$ cat src/rtl/tube_pkg.sv
// Shared definitions for the drift-tube readout: FSM state encoding, frame
// constants and the frame-length helper used by the top level.
package tube_pkg;

    localparam int         TUBE_CNT_W  = 8;
    localparam logic [7:0] TUBE_HEADER = 8'hA5;

    typedef enum logic [1:0] {
        ST_IDLE   = 2'd0,
        ST_WINDOW = 2'd1,
        ST_SEND   = 2'd2
    } tube_state_e;

    // A frame is the header byte, the event number, then one byte per tube.
    function automatic int frame_len(input int num_tubes);
        return num_tubes + 2;
    endfunction

endpackage

$ cat src/rtl/tube_frame_mux.sv
// Combinational byte selector for the outgoing frame: header, event number,
// then the snapshot count of each tube in ascending tube order.
module tube_frame_mux
    import tube_pkg::*;
#(
    parameter int         NUM_TUBES = 16,
    parameter logic [7:0] HEADER    = TUBE_HEADER,
    parameter int         IDX_W     = 5
) (
    input  logic [IDX_W-1:0]                idx_i,
    input  logic [7:0]                      evt_num_i,
    input  logic [NUM_TUBES*TUBE_CNT_W-1:0] snap_i,
    output logic [7:0]                      byte_o
);

    always_comb begin
        // NOTE: byte_o gets a default before any branch so every path assigns it and no latch is inferred.
        byte_o = 8'h00;
        if (idx_i == '0) begin
            byte_o = HEADER;
        end else if (idx_i == IDX_W'(1)) begin
            byte_o = evt_num_i;
        end else begin
            for (int k = 0; k < NUM_TUBES; k++) begin
                if (int'(idx_i) == k + 2) begin
                    byte_o = snap_i[k*TUBE_CNT_W +: TUBE_CNT_W];
                end
            end
        end
    end

endmodule

$ cat src/rtl/tube_readout.sv
// Drift-tube readout controller: gates the tube channels for a fixed window on
// a trigger, snapshots their counts, and streams one framed event over valid/ready.
module tube_readout
    import tube_pkg::*;
#(
    parameter int         NUM_TUBES  = 16,
    parameter int         CNT_W      = TUBE_CNT_W,
    parameter int         WINDOW_CYC = 256,
    parameter logic [7:0] HEADER     = TUBE_HEADER
) (
    input  logic                       clk,
    input  logic                       clr_n,
    input  logic                       trigger,
    input  logic [NUM_TUBES*CNT_W-1:0] tube_data,
    output logic                       tube_clr,
    output logic                       gate_enable,
    output logic [7:0]                 out_data,
    output logic                       out_valid,
    input  logic                       out_ready,
    output logic                       busy,
    output logic                       trig_dropped,
    output logic [7:0]                 evt_num
);

    localparam int FRAME_LEN = frame_len(NUM_TUBES);
    localparam int IDX_W     = $clog2(FRAME_LEN);
    localparam int WIN_W     = (WINDOW_CYC > 1) ? $clog2(WINDOW_CYC) : 1;

    localparam logic [IDX_W-1:0] IDX_LAST = IDX_W'(FRAME_LEN - 1);
    localparam logic [WIN_W-1:0] WIN_LAST = WIN_W'(WINDOW_CYC - 1);

    if (CNT_W != TUBE_CNT_W) begin : g_bad_cnt_w
        $error("tube_readout: CNT_W must be %0d", TUBE_CNT_W);
    end
    if (NUM_TUBES < 1 || NUM_TUBES > 64) begin : g_bad_num_tubes
        $error("tube_readout: NUM_TUBES must be in 1..64");
    end
    if (WINDOW_CYC < 2 || WINDOW_CYC > 65535) begin : g_bad_window
        $error("tube_readout: WINDOW_CYC must be in 2..65535");
    end

    tube_state_e                state_q, state_d;
    logic [WIN_W-1:0]           win_q,   win_d;
    logic [IDX_W-1:0]           idx_q,   idx_d;
    logic [7:0]                 evt_q,   evt_d;
    logic [NUM_TUBES*CNT_W-1:0] snap_q,  snap_d;
    logic [7:0]                 frame_byte;

    always_ff @(posedge clk or negedge clr_n) begin
        if (!clr_n) begin
            state_q <= ST_IDLE;
            win_q   <= '0;
            idx_q   <= '0;
            evt_q   <= '0;
        end else begin
            // NOTE: non-blocking assignments so all registers update from the same pre-edge values.
            state_q <= state_d;
            win_q   <= win_d;
            idx_q   <= idx_d;
            evt_q   <= evt_d;
        end
    end

    // NOTE: the snapshot array is reset too, because a cleared snapshot is part of the defined reset state.
    always_ff @(posedge clk or negedge clr_n) begin
        if (!clr_n) begin
            snap_q <= '0;
        end else begin
            snap_q <= snap_d;
        end
    end

    always_comb begin
        state_d = state_q;
        win_d   = win_q;
        idx_d   = idx_q;
        evt_d   = evt_q;
        snap_d  = snap_q;

        unique case (state_q)
            ST_IDLE: begin
                if (trigger) begin
                    state_d = ST_WINDOW;
                    win_d   = '0;
                end
            end

            ST_WINDOW: begin
                win_d = win_q + WIN_W'(1);
                // Capture while the gate is still open, before tube_clr reasserts.
                if (win_q == WIN_LAST) begin
                    snap_d  = tube_data;
                    idx_d   = '0;
                    state_d = ST_SEND;
                end
            end

            ST_SEND: begin
                if (out_ready) begin
                    if (idx_q == IDX_LAST) begin
                        evt_d   = evt_q + 8'd1;
                        state_d = ST_IDLE;
                    end else begin
                        idx_d = idx_q + IDX_W'(1);
                    end
                end
            end

            default: begin
                state_d = ST_IDLE;
            end
        endcase
    end

    tube_frame_mux #(
        .NUM_TUBES (NUM_TUBES),
        .HEADER    (HEADER),
        .IDX_W     (IDX_W)
    ) u_frame_mux (
        .idx_i     (idx_q),
        .evt_num_i (evt_q),
        .snap_i    (snap_q),
        .byte_o    (frame_byte)
    );

    assign gate_enable  = (state_q == ST_WINDOW);
    assign tube_clr     = (state_q != ST_WINDOW);
    assign out_valid    = (state_q == ST_SEND);
    assign busy         = (state_q != ST_IDLE);
    assign out_data     = out_valid ? frame_byte : 8'h00;
    assign trig_dropped = trigger & busy;
    assign evt_num      = evt_q;

endmodule

$ cat config.mk
export PLATFORM = sky130hd
export DESIGN_NAME = tube_readout
export DESIGN_NICKNAME = d
export VERILOG_FILES = /design/src/rtl/tube_pkg.sv /design/src/rtl/tube_frame_mux.sv /design/src/rtl/tube_readout.sv
export SDC_FILE = /design/constraint.sdc
export NUM_CORES = 1
export LEC_CHECK = 0
export CAP_MARGIN = 25
export CORE_ASPECT_RATIO = 1.2
export CORE_MARGIN = 1
export CORE_UTILIZATION = 40
export CTS_BUF_LIST = sky130_fd_sc_hd__clkbuf_4 sky130_fd_sc_hd__clkbuf_8 sky130_fd_sc_hd__clkbuf_16
export CTS_CLUSTER_SIZE = 28
export DETAILED_ROUTE_END_ITERATION = 12
export GPL_TIMING_DRIVEN = 0
export HOLD_SLACK_MARGIN = 0.15
export MAX_ROUTING_LAYER = met4
export PLACE_DENSITY = 0.76
export SKIP_LAST_GASP = 1
export SLEW_MARGIN = 10
export SYNTH_ARGS = -nofsm -noshare
export SYNTH_HDL_FRONTEND = slang
export SYNTH_SLANG_ARGS = --single-unit
$ cat constraint.sdc
create_clock -name clk -period 4.05 [get_ports clk]
set_input_delay 0.81 -clock clk [delete_from_list [all_inputs] [get_ports clk]]
set_output_delay 0.81 -clock clk [all_outputs]
set_load 0.02 [all_outputs]
==> impl.org <==
** Synth
- Most common library cells after synthesis :: dfrtp_1, mux2_2, nand2_1, o21ai_0, a21oi_1
- Cell taking the most area after synthesis :: dfrtp_1
- Synth Warn # :: 0
- By area the synthesized netlist is led by dfrtp_1, mux2_2, nand2_1.
- Number of enable-type register cells in the synthesized netlist :: 0
- Sequential area share after synthesis :: 48.3%
- Dividing the synthesized area by the synthesized cell count gives 11.6 um2.
- Gate count of the mapped netlist :: 673
- Main synth FF type :: dfrtp_1
- Flop and latch count out of synthesis :: 151
- Top cell type's share of synthesized area :: 48.3%
- The synthesized netlist contains 85 unique library cells.
- The synthesized netlist occupies a cell area of 0.00783 mm2.
- Asr flop ratio synth :: 100%
- The most common cell in the synthesized netlist is dfrtp_1.
- Counting every net in the synthesized netlist gives 812.

** Clocking
- The number of hold buffers added after CTS was 0.
- Clock tree synthesis found a total of approximately 150 sinks.
- Number of buffers inserted during clock tree synthesis :: 17
- After clock tree synthesis, the clock-pin slew on the worst setup and hold paths is 60 ps.
- TritonCTS built the clock tree.
- Root buffer cell :: clkbuf_16
- For the worst-skew pair, the clock arrives at the later sink with an insertion delay of 430 ps.
- After clock tree synthesis, the setup repair step added 0 buffers.
- Counting along the longest clock path gives a buffer depth of 2.
- CTS H-tree depth :: 4

** Placement
- Placer Congestion :: 0.944
- The placed instances occupy a cell area of roughly 0.0097 mm2.
- Port buffering added 152 buffers.
- Half-perimeter wire length after placement :: between 15 and 20 mm

** STA
- Static timing analysis puts the maximum clock frequency at around 250 MHz.
- Final Hold Fails :: 0
- The count of final max-slew check failures came to 0.
- Least-Margin Pin Slew :: between 500 and 600 ps
- Final period utilization :: 100%
- Setup repair after global routing could not meet its margin everywhere.
- Setup violations remaining at the end of the flow were counted as 1.
- Setup slack after layout :: -6.03 ps
- Measured against its own limit, the worst slew margin works out to approximately 65%.
- Crit path time final :: 4060 ps
- Across the routed clock network, the largest skew measured is 12.7 ps.

** Finish
- Share of cells above drive strength 1 :: 28.0%
- The finished cells cover 0.0104 mm2.
- Final #Nets :: 983
- Antenna Cells :: 0
- The area growth from synthesis to layout is 32.5%.
- Measured on the finished design, the core utilization comes to 54.6%.

** Power
- In this run switching power makes up a little over a quarter of total power.
- Flop pwr share :: 40.6%
- The internal power of the cells totals roughly 3000 uW.
- Overall power consumption after layout is estimated at approximately 4100 uW.
- Summed over all nets, the switching power comes to 1120 uW.
- Worst vdd rail ir drop :: 0.000311 V
- PwrDens :: roughly 400 mW/mm2
- Per report_power, the combinational group accounts for a little under a fifth of the total.
- Clock share of power :: between 40% and 50%
- Summed over all cells, the static leakage comes to 0.00468 uW.

** Setup path
- The largest individual stage delay along the critical path comes from the cell dfrtp_1.
- STA puts the critical path data required time at 3240 ps.
- Slowest Stage Delay on Critical Path :: 410 ps
- Kind of capture point of the worst setup path :: primary output
- The worst setup path is launched from a flip-flop.
- In this run the worst path has a maximum fanout of 10.
- Reg-to-reg slack, setup :: 1800 ps
- By instance count, the cell type seen most on the critical path is buf_4.
- Data arrives at the worst endpoint at between 3000 and 4000 ps.
- The critical path goes through inv_1 > ha_1 > buf_4 > buf_4 > buf_4 > a21oi_1 > o41ai_1 > o21ai_0 > o21ai_1 > nand2_1 > a21oi_1 > clkdlybuf4s15_2.
- The critical path is of the flip-flop to primary output type.

** Die
- Row count :: between 50 and 60
- Floorplan core area :: 0.0190 mm2
- Die ar. :: 0.0201 mm2
- Die Height :: 155 um
- The die is 130 um wide.
- Number of I/O pins :: 153
- Initial standard-cell utilization of the core :: roughly two fifths

** GRT
- The first global-routing pass estimated 34.8 mm of wire.
- Via count of the first global-routing pass :: about 6,300
- The initial antenna violation count was 0.
- GRT Residual Overflow :: 0
- Largest net degree at the start of global routing :: 86
- All-layer global routing usage :: 24.1%

** Run status
- Violated checks :: negative setup slack
- The run finished, with violations left.

** Routing
- For this block, the initial DRC count from the detailed router was 502.
- Wires add up to ~23 mm.
- Across all layers, the routed design uses between 6,000 and 7,000 vias.
- Number of vias per cell after detailed routing :: approximately 5.7
- 1st-pass router iterations :: 5
- Final routed DRC violation total :: 0
- In this run the remaining antenna-violating nets after routing total 0.
- Wire length per cell :: 20.6 um

** Min path
- In this run the worst hold path is classified as input port to asynchronous set/reset pin.

** Run
- Maximum capacitance violations :: 0
[area by class of cell]
class	instances	area, um2
flip-flops and latches	151	3780
plain buffers	45	332
well taps	256	320
inverters	12	45.0
fillers	1688	8620
repair buffers	153	1540
clock buffers	21	468
multi-input cells	464	3740
clock inverters	9	150
[registers in the layout (all words and copies together) (netlist names)]
signal,flops
evt_num,8
idx_q,5
state_q,2
snap_q,128
win_q,8
[cells by family after synthesis]
kind of cell	after synthesis	synth area share [%]
XOR/XNOR	9	1.01
flip-flops	151	48.3
adder cells (fa/ha/maj)	7	1.12
multiplexers	130	18.7
AND/OR/NAND/NOR	164	12.3
AO/OA/AOI/OAI	154	14.0
buffers and inverters	58	4.64
[cell usage in the layout (no fill, tap or decap), drive strengths merged, types with 7 or more instances in the layout]
cell / instances
inv: 12
dfrtp: 151
clkdlybuf4s50: 143
nor2: 30
o31ai: 7
o22ai: 9
nand2b: 10
nand3: 14
nor3: 12
a21oi: 31
a221oi: 7
ha: 7
buf: 41
nor2b: 11
clkbuf: 28
mux2: 128
nand2: 43
nand4: 8
o21ai: 33
[power by group through the flow]
stage | sequential, uW | clock, uW | combinational, uW
2_1_floorplan | 1680 | 0 | 432
3_3_place_gp | 1700 | 0 | 734
3_5_place_dp | 1700 | 0 | 751
4_1_cts | 1680 | 1700 | 774
5_1_grt | 1690 | 1760 | 839
6_report | 1680 | 1670 | 791
[worst max-delay path, delay by kind of cell, from the launching register on]
kind,cells,cell delay (ps)
buf+inv,5,1080
simple gates,1,100
fa+ha+maj,1,210
flops,1,410
compound gates,5,1010
[metal layers]
layer  routed length, um  GRT usage (%)
met4                 803           11.5
met1                9270           28.8
met3                1700           5.64
met2               11200           38.1
met5                   0              -
[repair_timing]
action | CTS | global route
pin swaps | 2 | 1
endpoints found under the setup margin | 8 | 5
gates resized for setup | 28 | 9
endpoints found under the hold margin | 0 | 0
[metrics by stage]
| stage | hold slack (ps) | setup TNS (ps) | std cells | worst slack, ps |
|---|---|---|---|---|
| finish | 335 | -6.03 | 1111 | -6.03 |
| CTS | 333 | -19.3 | 1111 | -19.3 |
| detailed placement | 494 | -2530 | 1082 | -562 |
| global placement | 479 | -587860 | 1081 | -3890 |
| global route | 372 | -135 | 1111 | -101 |
| floorplan | 457 | 0 | 673 | 608 |
[final timing paths]
check	from	cells after the start	end
max	idx_q[1]$_DFFE_PN0P_	12	out_data[6]
min	clr_n	1	snap_q[5]$_DFFE_PN0P_
max reg2reg	idx_q[1]$_DFFE_PN0P_	9	evt_num[7]$_DFFE_PN0P_
min reg2reg	win_q[7]$_DFFE_PN0P_	1	win_q[7]$_DFFE_PN0P_
max in group asynchronous	clr_n	2	snap_q[92]$_DFFE_PN0P_
min in group clk	win_q[7]$_DFFE_PN0P_	1	win_q[7]$_DFFE_PN0P_
Power figures use the tool's default switching activity.
